$ cat src/rtl/decoder_n_reg_if.sv
// Bus bundle for decoder_n_reg: decode/sweep controls in, registered enables and status out.
// The master drives requests; the slave (the decoder) returns the registered results.
interface decoder_n_reg_if #(
  parameter int SEL_W = 5,
  parameter int NOUT  = 2 ** SEL_W
);
  logic [SEL_W-1:0] in;
  logic             en;
  logic             stall;
  logic             flush;
  logic             sweep_start;
  logic [NOUT-1:0]  out;
  logic             busy;
  logic             sweep_done;

  modport master (
    output in, en, stall, flush, sweep_start,
    input  out, busy, sweep_done
  );

  modport slave (
    input  in, en, stall, flush, sweep_start,
    output out, busy, sweep_done
  );
endinterface

$ cat src/rtl/decoder_n_reg.sv
// Registered N-to-2^N one-hot decoder for register-file write enables, with stall/flush,
// hard-wired zero-register suppression and a sweep mode that walks one bit over every output.
module decoder_n_reg #(
  parameter int SEL_W    = 5,
  parameter int NOUT     = 2 ** SEL_W,
  parameter int ZERO_IDX = 31,
  parameter int ZERO_EN  = 1
) (
  input  logic           clk,
  input  logic           reset,
  decoder_n_reg_if.slave bus
);

  typedef enum logic {IDLE, SWEEP} state_t;

  state_t           state_q, state_d;
  logic [SEL_W-1:0] cnt_q,   cnt_d;
  logic [NOUT-1:0]  out_q,   out_d;
  logic             busy_q,  busy_d;
  logic             done_q,  done_d;

  // The zero register never gets a write enable, whichever mode asks for it.
  function automatic logic [NOUT-1:0] onehot(input logic [SEL_W-1:0] idx);
    onehot = '0;
    if (!((ZERO_EN != 0) && (int'(idx) == ZERO_IDX))) onehot[idx] = 1'b1;
  endfunction

  // NOTE: every always_comb output gets a default first so no path can infer a latch.
  always_comb begin
    state_d = state_q;
    cnt_d   = cnt_q;
    out_d   = out_q;
    done_d  = 1'b0;
    unique case (state_q)
      IDLE: begin
        if (bus.flush) begin
          out_d = '0;
        end else if (bus.stall) begin
          // hold; a sweep request under stall is dropped, not queued
        end else if (bus.sweep_start) begin
          state_d = SWEEP;
          cnt_d   = '0;
          out_d   = onehot('0);
        end else begin
          out_d = bus.en ? onehot(bus.in) : '0;
        end
      end
      SWEEP: begin
        if (bus.flush) begin
          state_d = IDLE;
          cnt_d   = '0;
          out_d   = '0;
        end else if (bus.stall) begin
          // hold the current index for another cycle
        end else if (cnt_q == SEL_W'(NOUT - 1)) begin
          state_d = IDLE;
          cnt_d   = '0;
          out_d   = '0;
          done_d  = 1'b1;
        end else begin
          cnt_d = cnt_q + SEL_W'(1);
          out_d = onehot(cnt_q + SEL_W'(1));
        end
      end
      default: begin
        state_d = IDLE;
        cnt_d   = '0;
        out_d   = '0;
      end
    endcase
    busy_d = (state_d == SWEEP);
  end

  // NOTE: sequential state uses non-blocking assignments so every flop samples pre-edge values.
  always_ff @(posedge clk or negedge reset) begin
    if (!reset) begin
      state_q <= IDLE;
      cnt_q   <= '0;
      out_q   <= '0;
      busy_q  <= 1'b0;
      done_q  <= 1'b0;
    end else begin
      state_q <= state_d;
      cnt_q   <= cnt_d;
      out_q   <= out_d;
      busy_q  <= busy_d;
      done_q  <= done_d;
    end
  end

  assign bus.out        = out_q;
  assign bus.busy       = busy_q;
  assign bus.sweep_done = done_q;

endmodule

$ cat src/flat_wrapper.sv
// flat-port wrapper written by rule: the top's interface ports become plain ports
module decoder_n_reg_flat 
#(
  parameter int SEL_W    = 5,
  parameter int NOUT     = 2 ** SEL_W,
  parameter int ZERO_IDX = 31,
  parameter int ZERO_EN  = 1
)
  (clk, reset, bus_in, bus_en, bus_stall, bus_flush, bus_sweep_start, bus_out, bus_busy, bus_sweep_done);
  decoder_n_reg_if #(.SEL_W(SEL_W), .NOUT(NOUT)) bus_i ();
  input  logic clk;
  input  logic reset;
  input wire logic [$bits(bus_i.in)-1:0] bus_in;
  input wire logic [$bits(bus_i.en)-1:0] bus_en;
  input wire logic [$bits(bus_i.stall)-1:0] bus_stall;
  input wire logic [$bits(bus_i.flush)-1:0] bus_flush;
  input wire logic [$bits(bus_i.sweep_start)-1:0] bus_sweep_start;
  output wire logic [$bits(bus_i.out)-1:0] bus_out;
  output wire logic [$bits(bus_i.busy)-1:0] bus_busy;
  output wire logic [$bits(bus_i.sweep_done)-1:0] bus_sweep_done;
  assign bus_i.in = bus_in;
  assign bus_i.en = bus_en;
  assign bus_i.stall = bus_stall;
  assign bus_i.flush = bus_flush;
  assign bus_i.sweep_start = bus_sweep_start;
  assign bus_out = bus_i.out;
  assign bus_busy = bus_i.busy;
  assign bus_sweep_done = bus_i.sweep_done;
  decoder_n_reg #(.SEL_W(SEL_W), .NOUT(NOUT), .ZERO_IDX(ZERO_IDX), .ZERO_EN(ZERO_EN)) u_core (.clk(clk), .reset(reset), .bus(bus_i));
endmodule
$ cat config.mk
export PLATFORM = sky130hd
export DESIGN_NAME = decoder_n_reg_flat
export DESIGN_NICKNAME = d
export VERILOG_FILES = /design/src/rtl/decoder_n_reg_if.sv /design/src/rtl/decoder_n_reg.sv /design/src/flat_wrapper.sv
export SDC_FILE = /design/constraint.sdc
export NUM_CORES = 1
export LEC_CHECK = 0
export CAP_MARGIN = 30
export CORE_ASPECT_RATIO = 0.8
export CORE_MARGIN = 1
export CORE_UTILIZATION = 45
export DETAILED_ROUTE_END_ITERATION = 10
export PLACE_DENSITY = 0.81
export SLEW_MARGIN = 20
export SYNTH_ARGS = -nofsm -noshare
export SYNTH_HDL_FRONTEND = slang
export SYNTH_SLANG_ARGS = --single-unit
$ cat constraint.sdc
create_clock -name clk -period 2.03 [get_ports clk]
set_input_delay 0.406 -clock clk [delete_from_list [all_inputs] [get_ports clk]]
set_output_delay 0.406 -clock clk [all_outputs]
set_load 0.02 [all_outputs]
Yosys cells after proc, flatten, opt, wreduce, memory -nomap -nowiden --
Index checks and enable logic that the tools add are counted.
Storage, ports and cells: register bits after elaboration 39, logic and storage cells 54, input port bits 11, output and inout bits 34
Operators by class: equality and inequality tests 8, bitwise operators 1, reduce and logical (&&, ||, !) cells 4, $lt $le $gt $ge 4, mux-type cells 32, $add $sub $neg 1
Operators with widths (number):
- 32-bit 2-to-1 mux | 9
- 32-bit case mux with 2 select lines | 1
- 5-bit 2-to-1 mux | 6
- 5-bit by 6-bit less-than comparator with 1-bit output, second input constant | 2
- 1-bit 2-to-1 mux | 12
- 1-bit demux with 5-bit select | 2
- 5-bit by 1-bit equality test with 1-bit output, second input constant | 2
- 5-bit by 1-bit greater-or-equal comparator with 1-bit output, second input constant | 2
- 5-bit case mux with 2 select lines | 1
- 2-bit inequality test, second input constant | 3
- 3-bit inequality test, second input constant | 2
- 5-bit by 1-bit adder with 5-bit output, second input constant | 1
- 5-bit equality test, second input constant | 1
- 4-bit AND reduction | 1
- 1-bit logical AND | 2
- 1-bit case mux with 2 select lines | 1
- 2-bit AND reduction | 1
- 1-bit inverter | 1

Logic depth before layout (Yosys ltp) --
depth in word-level cells 10, depth in mapped cells 8, depth with buffers taken out 7

Worst setup path after synthesis --
OpenSTA, ideal clock, no wires.
kind reg-to-reg, from register u_core.cnt_q[0], to register u_core.out_q[4] (netlist: u_core.bus.out[4]), buffers on the path 0, stages on the path, launching flop included 8, arrival time 2.105 ns, slack -0.166 ns, setup time 0.091 ns, data required time 1.939 ns, path through dfrtp_1 -> ha_1 -> and3_1 -> ha_1 -> or4b_4 -> nor2_8 -> nand2_2 -> o221ai_1
On the way: cells in the longest elaborated chain, start to end 10, elaborated cells between the ends (all ways) 13
Ends and longest elaborated chain:
- start: declaration | line decoder_n_reg.sv:17 | logic [SEL_W-1:0] cnt_q, cnt_d;
- start signal: assignment | line decoder_n_reg.sv:84 | cnt_q <= cnt_d;
- 5-bit by 1-bit adder with 5-bit output | line decoder_n_reg.sv:62 | out_d = onehot(cnt_q + SEL_W'(1));
- 5-bit by 6-bit less-than comparator with 1-bit output (not written as such) or 5-bit by 1-bit greater-or-equal comparator with 1-bit output (tied branches) | line decoder_n_reg.sv:25 | if (!((ZERO_EN != 0) && (int'(idx) == ZERO_IDX))) onehot[idx] = 1'b1;
- 1-bit logical AND (not written as such) | line decoder_n_reg.sv:25
- 1-bit 2-to-1 mux (not written as such) | line decoder_n_reg.sv:25
- 1-bit demux with 5-bit select
- 32-bit 2-to-1 mux | line decoder_n_reg.sv:25
- 32-bit 2-to-1 mux * | line decoder_n_reg.sv:55 | end else if (cnt_q == SEL_W'(NOUT - 1)) begin
- 32-bit 2-to-1 mux * | line decoder_n_reg.sv:53 | end else if (bus.stall) begin
- 32-bit 2-to-1 mux * | line decoder_n_reg.sv:49 | if (bus.flush) begin
- 32-bit case mux with 2 select lines * | line decoder_n_reg.sv:34 | unique case (state_q)
- end signal: assignment | line decoder_n_reg.sv:85 | out_q <= out_d;
- end: declaration | line decoder_n_reg.sv:18 | logic [NOUT-1:0] out_q, out_d;
Mark *: on every way between the ends. The rest lies on a longest branch, timed or not. The select of a mux whose other input is x is not followed. A chain may end at the register's enable or synchronous reset.

Worst setup path after layout --
from register u_core.cnt_q[1], to register u_core.out_q[11] (netlist: u_core.bus.out[11])
The elaborated chain is that of the path after synthesis.

==> impl_metrics.json <==
{
  "layout-drive-gt1-share_pct": 24.9,
  "start_util_pct": 47.7,
  "worst_setup_hold_path_clk_slew_ns": 0.08,
  "worst_setup_timing_slack_at_the_placement_stage_ns": -0.0961,
  "synth_area_leaders": "sky130_fd_sc_hd__dfrtp_1 (44%), sky130_fd_sc_hd__nand2_1 (4.5%), sky130_fd_sc_hd__o221ai_1 (4.3%)",
  "tightest_slew_ns": 0.615,
  "synth_cell_type_count": 52,
  "internal_power_w": 0.00114,
  "gr-total-overflow": 0,
  "worstSetupStartpointType": "flop",
  "grt_start_max_net_pins": 29,
  "cts_num_sinks": 39,
  "detail_route.first_pass.iterations": 4,
  "netSwitchingPower_w": 0.000457,
  "number_of_design_rule_violations_left_by_the_first_detailed_router_iteration": 199,
  "finalHoldWorstSlack_ns": 0.0596,
  "antenna_found_initial": 0,
  "vias": 2108,
  "cts.root.buffer_cell": "sky130_fd_sc_hd__clkbuf_8",
  "count_of_hold_fix_buffers_inserted_at_cts": 0,
  "cellLeakagePower_nw": 1.32,
  "power_density_nw_per_um2": 515,
  "yosysSeqAreaShare_pct": 43.7,
  "postSynthAreaPerCell_um2": 9.70,
  "fillerInstances": 379,
  "floorplan.core_area_um2": 4680,
  "final_max_slew_viol_count": 0,
  "fin_skew_ns": 0.00628,
  "mappedNetlistNets": 248,
  "num_rows": 22,
  "cts_tree": "built",
  "cp_max_fo": 7,
  "seqPwrFrac_pct": 50.8,
  "yosys_reg_bits": 39,
  "synthesis.area_um2": 2230,
  "setup.worst_path.class": "reg2reg",
  "async_set_or_reset_flop_fraction_in_the_synthesized_netlist_pct": 100,
  "clock_power_share_pct": 32.7,
  "final_report_setup_violation_count": 0,
  "drc": 0,
  "rsz0062_at_grt": "yes",
  "mostFrequentLayoutCell": "sky130_fd_sc_hd__clkdlybuf4s50_1",
  "cts-buffers-inserted": 5,
  "final_critical_path_setup_slack_ns": 0.00954,
  "synthDominantAreaCellType": "sky130_fd_sc_hd__dfrtp_1",
  "gp_congestion": 0.973,
  "number_of_antenna_diodes": 0,
  "grt_first_pass_wirelength_mm": 10.1,
  "floorplan.die_area_um2": 5250,
  "dpl-instance-area_um2": 2890,
  "layout.cell_area.non_filler_um2": 3100,
  "max_clock_freq_mhz": 495,
  "timing.final.hold_violations": 0,
  "layout.cells.most_common_list": "sky130_fd_sc_hd__clkdlybuf4s50_1 (43), sky130_fd_sc_hd__dfrtp_1 (37), sky130_fd_sc_hd__nand2_1 (27)",
  "synth-warning-count": 0,
  "holdCritPathClass": "in2async",
  "ratio_of_final_minimum_period_to_clock_period_pct": 99.5,
  "peakVddDrop_v": 0.000425,
  "clk-insertion-delay-late_ns": 0.30,
  "critical_path_arrival_ns": 2.24,
  "route.final.wire_length_mm": 6.19,
  "antenna_violating_nets_left": 0,
  "io_pins": 45,
  "outcome": "finished, final reports clean",
  "p_comb_share_pct": 16.5,
  "maxCapViolCount": 0,
  "route.detailed.wl_per_inst_um": 17.3,
  "horizontal_die_dimension_um": 80.7,
  "worst-endpoint-required_ns": 2.25,
  "tightest_slew_margin_relative_to_the_limit_pct": 58.9,
  "multiInputGateArea_um2": 1290,
  "grt_use_total_pct": 26.2,
  "nets_finish": 314,
  "routed_via_density": 5.90,
  "cts.htree.levels": 2,
  "number_of_global_route_vias_before_repair": 1992,
  "port-buffer-count": 44,
  "clockBufferDepth": 2,
  "post_route_setup_tns_ns": 0,
  "die_y_um": 65.0,
  "end_kind": "flop",
  "finalWorstPathRequiredPeriod_ns": 2.02,
  "seq_area_um2": 978,
  "place.detailed.hpwl_mm": 4.39,
  "p_sw_share_pct": 28.6,
  "ys.flop_type": "sky130_fd_sc_hd__dfrtp_1",
  "yosysTopAreaCellShare_pct": 43.7,
  "post_synth_inst_count": 230,
  "layout-area-overhead-vs-synth_pct": 39.0,
  "number_of_enable_flip_flop_cells_after_synthesis": 0
}
area by class of cell:
type	instances	area share, %
Multi-Input combinational cell	175	41.5
Timing Repair Buffer	71	21.4
Clock buffer	5	2.22
Tap cell	60	2.42
Clock inverter	3	0.484
Sequential cell	39	31.5
Inverter	4	0.484
metal layers:
layer	vias to the layer above	global-route usage, %	share of wire [%]
met1	994	37.4	46
met2	108	38.5	44
met4	0	8.04	1.6
li1	992	-	-
met3	14	7.32	8.4
met5	-	0	0
state kept, by name, indices dropped and copies added (netlist names):
register,count
u_core.bus.out,32
u_core.cnt_q,5
u_core.bus.sweep_done,1
u_core.state_q,1
stage by stage:
stage / instances / total power (W) / util (%)
floorplan: 230 / 0.000950 / -
global placement: 344 / 0.00108 / 61.7
detailed placement: 344 / 0.00108 / 61.7
CTS: 355 / 0.00159 / 65.1
global route: 357 / 0.00166 / 66.3
finish: 357 / 0.00160 / 66.3
synth_stat cells, drive strengths merged, types with 2 or more instances:
cell      n
inv       4
and2      3
and3b     3
o2111ai   3
a31oi     3
a21oi    11
dfrtp    39
nand2    31
nand4b    2
o211ai    5
or3       2
a221o     5
clkbuf    4
ha        7
o221ai   11
buf       8
o21ai    11
nor2     26
nand3b    3
a22oi     4
nand2b    4
nand4     3
nor3b     3
nand3    12
and3      5
nor2b     3
power groups by stage:
stage	combinational (W)	sequential (W)	clock (W)
2_1_floorplan	0.000104	0.000846	0
3_3_place_gp	0.000250	0.000826	0
3_5_place_dp	0.000254	0.000827	0
4_1_cts	0.000258	0.000812	0.000517
5_1_grt	0.000285	0.000814	0.000565
6_report	0.000264	0.000812	0.000523
what timing repair did:
item | in CTS | in global routing
setup buffers | 3 | 2
endpoints found under the setup margin | 20 | 20
gates resized for setup | 9 | 7
pin swaps | 9 | 6
gates cloned | 0 | 0
path summary, 6_finish.rpt:
kind	start	slack, ns	cells past startpoint	to
worst min-delay path	reset	0.06	1	u_core.bus.out[22]
worst max-delay path	u_core.cnt_q[1]	0.01	7	u_core.bus.out[11]
max in group asynchronous	reset	1.50	2	u_core.bus.out[23]
min in group clk	u_core.bus.out[26]	0.49	2	u_core.bus.out[26]
worst min register to register	u_core.bus.out[26]	0.49	2	u_core.bus.out[26]
worst max register to register	u_core.cnt_q[1]	0.01	7	u_core.bus.out[11]
worst max-delay path: stages (launching register included):
cell	delay, ns
sky130_fd_sc_hd__dfrtp_2	0.43
sky130_fd_sc_hd__ha_4	0.16
sky130_fd_sc_hd__and3_4	0.15
sky130_fd_sc_hd__ha_4	0.17
sky130_fd_sc_hd__or4b_4	0.55
sky130_fd_sc_hd__nor2_8	0.21
sky130_fd_sc_hd__nand2_2	0.10
sky130_fd_sc_hd__o221ai_2	0.17
kinds of logic (layout without fill, tap and decap cells):
logic type      Yosys count  in the layout  share of synthesized area [%]
simple gates            105            105                           27.1
compound gates           63             63                           21.6
flops                    39             39                           43.7
buf+inv                  16             83                           3.64
fa+ha+maj                 7              7                           3.92
No activity file was read; power rests on OpenSTA's default activity.
